File: config.mk
export PLATFORM = sky130hd
export DESIGN_NAME = data_mem_arbiter_flat
export DESIGN_NICKNAME = d
export VERILOG_FILES = /design/src/rtl/data_mem_arbiter_if.sv /design/src/rtl/data_mem_arbiter.sv /design/src/flat_wrapper.sv
export SDC_FILE = /design/constraint.sdc
export NUM_CORES = 1
export LEC_CHECK = 0
export CAP_MARGIN = 20
export CELL_PAD_IN_SITES_DETAIL_PLACEMENT = 0
export CELL_PAD_IN_SITES_GLOBAL_PLACEMENT = 1
export CORE_MARGIN = 1
export CORE_UTILIZATION = 33
export CTS_BUF_LIST = sky130_fd_sc_hd__clkbuf_8
export DETAILED_ROUTE_END_ITERATION = 12
export PLACE_DENSITY = 0.87
export SLEW_MARGIN = 0
export SYNTH_ARGS = -nofsm -noshare
export SYNTH_HDL_FRONTEND = slang
export SYNTH_SLANG_ARGS = --single-unit
File: constraint.sdc
create_clock -name clk -period 6.39 [get_ports clk]
set_input_delay 1.278 -clock clk [delete_from_list [all_inputs] [get_ports clk]]
set_output_delay 1.278 -clock clk [all_outputs]
set_load 0.01 [all_outputs]
File: src/rtl/data_mem_arbiter_if.sv
// Bus between two requesters, the arbiter and a single-ported data memory.
interface data_mem_arbiter_if;
    logic        req0, req1;
    logic        we0, we1;
    logic [1:0]  size0, size1;
    logic [15:0] addr0, addr1;
    logic [15:0] wdata0, wdata1;
    logic        ack0, ack1;
    logic [15:0] rdata0, rdata1;
    logic        busy;
    logic        mem_wrEnable, mem_rdEnable;
    logic [1:0]  mem_numberOfByte;
    logic [15:0] mem_address, mem_in, mem_out;

    modport slave (
        input  req0, req1, we0, we1, size0, size1, addr0, addr1, wdata0, wdata1, mem_out,
        output ack0, ack1, rdata0, rdata1, busy,
               mem_wrEnable, mem_rdEnable, mem_numberOfByte, mem_address, mem_in
    );

    modport master (
        output req0, req1, we0, we1, size0, size1, addr0, addr1, wdata0, wdata1, mem_out,
        input  ack0, ack1, rdata0, rdata1, busy,
               mem_wrEnable, mem_rdEnable, mem_numberOfByte, mem_address, mem_in
    );
endinterface

File: src/rtl/data_mem_arbiter.sv
// Two-port arbiter in front of a data memory with a one-cycle registered read path.
// state   | meaning
// IDLE    | sample requests, latch winner's command
// ISSUE   | drive one memory enable for the latched command
// CAPTURE | register mem_out into the granted port's rdata
// DONE    | pulse ack of the granted port
module data_mem_arbiter #(
    parameter bit FIXED_PRIO = 1'b0
) (
    input logic              clk,
    input logic              reset,
    data_mem_arbiter_if.slave bus
);
    typedef enum logic [1:0] {IDLE, ISSUE, CAPTURE, DONE} state_t;

    state_t      state;
    logic        lat_we;
    logic [1:0]  lat_size;
    logic [15:0] lat_addr;
    logic [15:0] lat_wdata;
    logic        lat_port;
    logic        last_grant;
    logic        ack0_q, ack1_q, busy_q, wr_en_q, rd_en_q;
    logic [15:0] rdata0_q, rdata1_q;

    logic        win;
    logic        win_we;
    logic [1:0]  win_size;
    logic [15:0] win_addr;
    logic [15:0] win_wdata;

    always_comb begin
        if (bus.req0 && bus.req1)
            win = FIXED_PRIO ? 1'b0 : ~last_grant;
        else
            win = bus.req1 & ~bus.req0;
        win_we    = win ? bus.we1    : bus.we0;
        win_size  = win ? bus.size1  : bus.size0;
        win_addr  = win ? bus.addr1  : bus.addr0;
        win_wdata = win ? bus.wdata1 : bus.wdata0;
    end

    always_ff @(posedge clk or posedge reset) begin
        if (reset) begin
            state      <= IDLE;
            lat_we     <= 1'b0;
            lat_size   <= 2'b00;
            lat_addr   <= 16'h0000;
            lat_wdata  <= 16'h0000;
            lat_port   <= 1'b0;
            last_grant <= 1'b1;
            ack0_q     <= 1'b0;
            ack1_q     <= 1'b0;
            busy_q     <= 1'b0;
            wr_en_q    <= 1'b0;
            rd_en_q    <= 1'b0;
            rdata0_q   <= 16'h0000;
            rdata1_q   <= 16'h0000;
        end else begin
            ack0_q  <= 1'b0;
            ack1_q  <= 1'b0;
            wr_en_q <= 1'b0;
            rd_en_q <= 1'b0;
            case (state)
                IDLE: begin
                    if (bus.req0 || bus.req1) begin
                        lat_we     <= win_we;
                        lat_size   <= win_size;
                        lat_addr   <= win_addr;
                        lat_wdata  <= win_wdata;
                        lat_port   <= win;
                        last_grant <= win;
                        wr_en_q    <= win_we;
                        rd_en_q    <= ~win_we;
                        busy_q     <= 1'b1;
                        state      <= ISSUE;
                    end
                end
                ISSUE: begin
                    // Writes skip CAPTURE; ack is registered on entry to DONE.
                    if (lat_we) begin
                        ack0_q <= ~lat_port;
                        ack1_q <= lat_port;
                        state  <= DONE;
                    end else begin
                        state  <= CAPTURE;
                    end
                end
                CAPTURE: begin
                    if (lat_port)
                        rdata1_q <= bus.mem_out;
                    else
                        rdata0_q <= bus.mem_out;
                    ack0_q <= ~lat_port;
                    ack1_q <= lat_port;
                    state  <= DONE;
                end
                DONE: begin
                    busy_q <= 1'b0;
                    state  <= IDLE;
                end
                default: state <= IDLE;
            endcase
        end
    end

    assign bus.ack0             = ack0_q;
    assign bus.ack1             = ack1_q;
    assign bus.rdata0           = rdata0_q;
    assign bus.rdata1           = rdata1_q;
    assign bus.busy             = busy_q;
    assign bus.mem_wrEnable     = wr_en_q;
    assign bus.mem_rdEnable     = rd_en_q;
    // The memory has no meaning for code 11, so it is sent as a 16-bit access.
    assign bus.mem_numberOfByte = (lat_size == 2'b11) ? 2'b00 : lat_size;
    assign bus.mem_address      = lat_addr;
    assign bus.mem_in           = lat_wdata;
endmodule

File: src/flat_wrapper.sv
// flat-port wrapper written by rule: the top's interface ports become plain ports
module data_mem_arbiter_flat 
#(
    parameter bit FIXED_PRIO = 1'b0
)
  (clk, reset, bus_req0, bus_req1, bus_we0, bus_we1, bus_size0, bus_size1, bus_addr0, bus_addr1, bus_wdata0, bus_wdata1, bus_mem_out, bus_ack0, bus_ack1, bus_rdata0, bus_rdata1, bus_busy, bus_mem_wrEnable, bus_mem_rdEnable, bus_mem_numberOfByte, bus_mem_address, bus_mem_in);
  data_mem_arbiter_if bus_i ();
  input logic clk;
  input logic reset;
  input wire logic [$bits(bus_i.req0)-1:0] bus_req0;
  input wire logic [$bits(bus_i.req1)-1:0] bus_req1;
  input wire logic [$bits(bus_i.we0)-1:0] bus_we0;
  input wire logic [$bits(bus_i.we1)-1:0] bus_we1;
  input wire logic [$bits(bus_i.size0)-1:0] bus_size0;
  input wire logic [$bits(bus_i.size1)-1:0] bus_size1;
  input wire logic [$bits(bus_i.addr0)-1:0] bus_addr0;
  input wire logic [$bits(bus_i.addr1)-1:0] bus_addr1;
  input wire logic [$bits(bus_i.wdata0)-1:0] bus_wdata0;
  input wire logic [$bits(bus_i.wdata1)-1:0] bus_wdata1;
  input wire logic [$bits(bus_i.mem_out)-1:0] bus_mem_out;
  output wire logic [$bits(bus_i.ack0)-1:0] bus_ack0;
  output wire logic [$bits(bus_i.ack1)-1:0] bus_ack1;
  output wire logic [$bits(bus_i.rdata0)-1:0] bus_rdata0;
  output wire logic [$bits(bus_i.rdata1)-1:0] bus_rdata1;
  output wire logic [$bits(bus_i.busy)-1:0] bus_busy;
  output wire logic [$bits(bus_i.mem_wrEnable)-1:0] bus_mem_wrEnable;
  output wire logic [$bits(bus_i.mem_rdEnable)-1:0] bus_mem_rdEnable;
  output wire logic [$bits(bus_i.mem_numberOfByte)-1:0] bus_mem_numberOfByte;
  output wire logic [$bits(bus_i.mem_address)-1:0] bus_mem_address;
  output wire logic [$bits(bus_i.mem_in)-1:0] bus_mem_in;
  assign bus_i.req0 = bus_req0;
  assign bus_i.req1 = bus_req1;
  assign bus_i.we0 = bus_we0;
  assign bus_i.we1 = bus_we1;
  assign bus_i.size0 = bus_size0;
  assign bus_i.size1 = bus_size1;
  assign bus_i.addr0 = bus_addr0;
  assign bus_i.addr1 = bus_addr1;
  assign bus_i.wdata0 = bus_wdata0;
  assign bus_i.wdata1 = bus_wdata1;
  assign bus_i.mem_out = bus_mem_out;
  assign bus_ack0 = bus_i.ack0;
  assign bus_ack1 = bus_i.ack1;
  assign bus_rdata0 = bus_i.rdata0;
  assign bus_rdata1 = bus_i.rdata1;
  assign bus_busy = bus_i.busy;
  assign bus_mem_wrEnable = bus_i.mem_wrEnable;
  assign bus_mem_rdEnable = bus_i.mem_rdEnable;
  assign bus_mem_numberOfByte = bus_i.mem_numberOfByte;
  assign bus_mem_address = bus_i.mem_address;
  assign bus_mem_in = bus_i.mem_in;
  data_mem_arbiter #(.FIXED_PRIO(FIXED_PRIO)) u_core (.clk(clk), .reset(reset), .bus(bus_i));
endmodule
==> flow_summary.toml <==
[status]
outcome = "complete, no violations"

[timing]
min_period_ps = 2817
slew_violations = 0
clock_skew_ps = 8.788
setup_viol = 0
fin_crit_sh_pct = 44.09
hold_violations = 0
finalSetupTns_ps = 0
rsz0062_at_grt = "no"
max_freq_mhz = 354.9
maxSlewHeadroom_pct = 32.31
max_slew.worst_pin.slew_ps = 1013

[layout]
syn2layout_area_growth_pct = 58.75
num_antenna_cells = 0
layout.nets = 551
utilization_pct = 54.77
drive_above_1_share_pct = 12.55

[route]
wirelength_um = 8836
drt_pass1_iterations = 4
wire_per_inst_um = 14.95
drc = 0
first_iter_violations = 145
postRouteAntennaNets = 0
via_count = 2798
vias_per_cell = 4.734

[clocking]
clk_latency_ps = 340
tritoncts = "yes"
ctsHoldBuffers = 0
path_clk_slew_ps = 80
htree_levels = 3
cts_root_buf = "clkbuf_8"
cts-buffers-inserted = 9
clk_path_buf_depth = 2
cts_setup_buffers = 0
post_cts_resized = 0
cts.sinks = 76

[power]
irDropWorstVdd_mv = 0.2276
power_density_mw_per_mm2 = 468.7
leakage_nw = 2.153

[die]
core_mm2 = 0.009371
dieArea_mm2 = 0.01020
start_util_pct = 34.50
io_pins = 161
rows = 35
die_w_um = 101.0
die_h_um = 101.0

[grt]
grt_overflow = 0
grt_pass1_wl_um = 13670
grt_max_degree = 43
track_usage_pct = 17.73
grt_pass1_vias = 2747
antenna_found_initial = 0

[synth]
ys_seq_area_share_pct = 58.86
syn_inst = 300
ys_seq_elements = 76
yosysWarnings = 0
syn_avg_cell_area_um2 = 10.78
ys_types = 23
synthAdderAreaFrac_pct = 1.548
synthSimpleGateAreaFrac_pct = 10.14
synth_nets = 394
muxShareOfSynthArea_pct = 12.19
synth_area_mm2 = 0.003233
synth_top_family_by_area = "compound AO/OA/AOI/OAI gates"
synthXorXnorAreaFrac_pct = 0
synth_compound_area_share_pct = 13.27

[worst_setup_path]
cp_max_fo = 35
worstPathArrival_ps = 3080
reg2reg_slack_ps = 4560
cp-end-kind = "flip-flop"
required_ps = 6650
startpoint_type = "input port"
criticalPathCategory = "in2reg"

[job]
cap_violations = 0

[placement]
io_buffers = 160
place_hpwl_um = 6328
gp_congestion = 0.7497

[hold_path]
hold_path_class = "reg2reg"
## report_power, final
part / internal, mW / total (mW) / switching, mW
sequential: 0.727 / 0.862 / 0.135
clock: 0.179 / 0.357 / 0.178
combinational: 0.676 / 1.19 / 0.511
total: 1.58 / 2.41 / 0.824
## layer usage
layer	global-route usage, %	share of wire [%]	up-vias	wire [µm]
met5	0	0	-	0
met4	5.574	1.2	0	110
met3	6.103	8.6	8	764
met2	29.24	48	129	4207
met1	21.82	42	1344	3755
li1	-	-	1317	-
## per-stage QoR
stage,area [µm²],instances,setup slack [ps],power [mW],hold slack (ps)
after floorplan,3233,300,3175,1.444,446.9
after global placement,4912,574,2840,2.030,478.6
after detailed placement,4940,575,3185,2.071,476.5
after CTS,5132,591,3558,2.437,487.1
after global routing,5132,591,3448,2.582,507.0
final,5132,591,3573,2.406,491.4
## cell families (layout without fill, tap and decap cells)
logic type	after synthesis	count (layout)
AO/OA/AOI/OAI	80	80
adder cells (fa/ha/maj)	4	4
buffers and inverters	23	185
flip-flops	76	76
multiplexers	34	34
AND/OR/NAND/NOR	83	83
## Yosys cell counts (all sizes together)
cell    instances  area (µm²)
o21a            1       7.510
nor2           40       150.1
buf            17       106.4
a21oi          71       355.3
a21boi          1       18.77
o31ai           1       7.510
a21bo           1       10.01
and2            2       12.51
mux2           33       371.6
ha              4       50.05
dfstp           1       26.28
mux2i           1       22.52
nor3b           1       7.510
nand2          37       138.9
dfrtp          75        1877
inv             4       15.01
clkbuf          2       7.510
o21ai           4       23.77
nor2b           3       18.77
a31oi           1       6.260
## placed cells by master (no fill, tap or decap), drive strengths merged
cell type / Yosys / final
a21bo: 1 / 1
a21boi: 1 / 1
a21oi: 71 / 71
a31oi: 1 / 1
and2: 2 / 2
buf: 17 / 5
bufinv: 0 / 1
clkbuf: 2 / 9
clkdlybuf4s50: 0 / 160
clkinv: 0 / 4
clkinvlp: 0 / 1
dfrtp: 75 / 75
dfstp: 1 / 1
ha: 4 / 4
inv: 4 / 5
mux2: 33 / 33
mux2i: 1 / 1
nand2: 37 / 37
nor2: 40 / 40
nor2b: 3 / 3
nor3b: 1 / 1
o21a: 1 / 1
o21ai: 4 / 4
o31ai: 1 / 1
## critical path, cell delays in order
cell and delay (ps):
clkdlybuf4s50_1 580, a21boi_4 840, a21oi_1 160, a21oi_1 200
## sequential cells by signal, indices dropped and copies added (netlist names)
name and count:
u_core.bus.mem_rdEnable 1, u_core.bus.rdata1 16, u_core.lat_size 2, u_core.last_grant 1
u_core.state 2, u_core.bus.mem_address 16, u_core.bus.ack0 1, u_core.bus.rdata0 16
u_core.lat_port 1, u_core.bus.ack1 1, u_core.bus.mem_in 16, u_core.bus.mem_wrEnable 1
u_core.lat_we 1, u_core.bus.busy 1
## path summary, 6_finish.rpt
check,startpoint,endpoint,cells after the start
setup / recovery,bus_req1,u_core.bus.mem_address[15],4
hold / removal,u_core.lat_port,u_core.bus.ack0,1
setup reg to reg,u_core.state[0],u_core.bus.rdata1[15],4
hold reg to reg,u_core.lat_port,u_core.bus.ack0,1
max in group asynchronous,reset,u_core.last_grant,3
min in group asynchronous,reset,u_core.bus.mem_in[3],2
## cell type report
class	count	area, µm²
multi-input cells	201	1201
flip-flops and latches	76	1903
well taps	129	161.4
inverters	4	15.01
fillers	875	4239
clock inverters	7	68.82
clock buffers	9	123.9
repair buffers	165	1659
(Power assumes the default switching activity.)
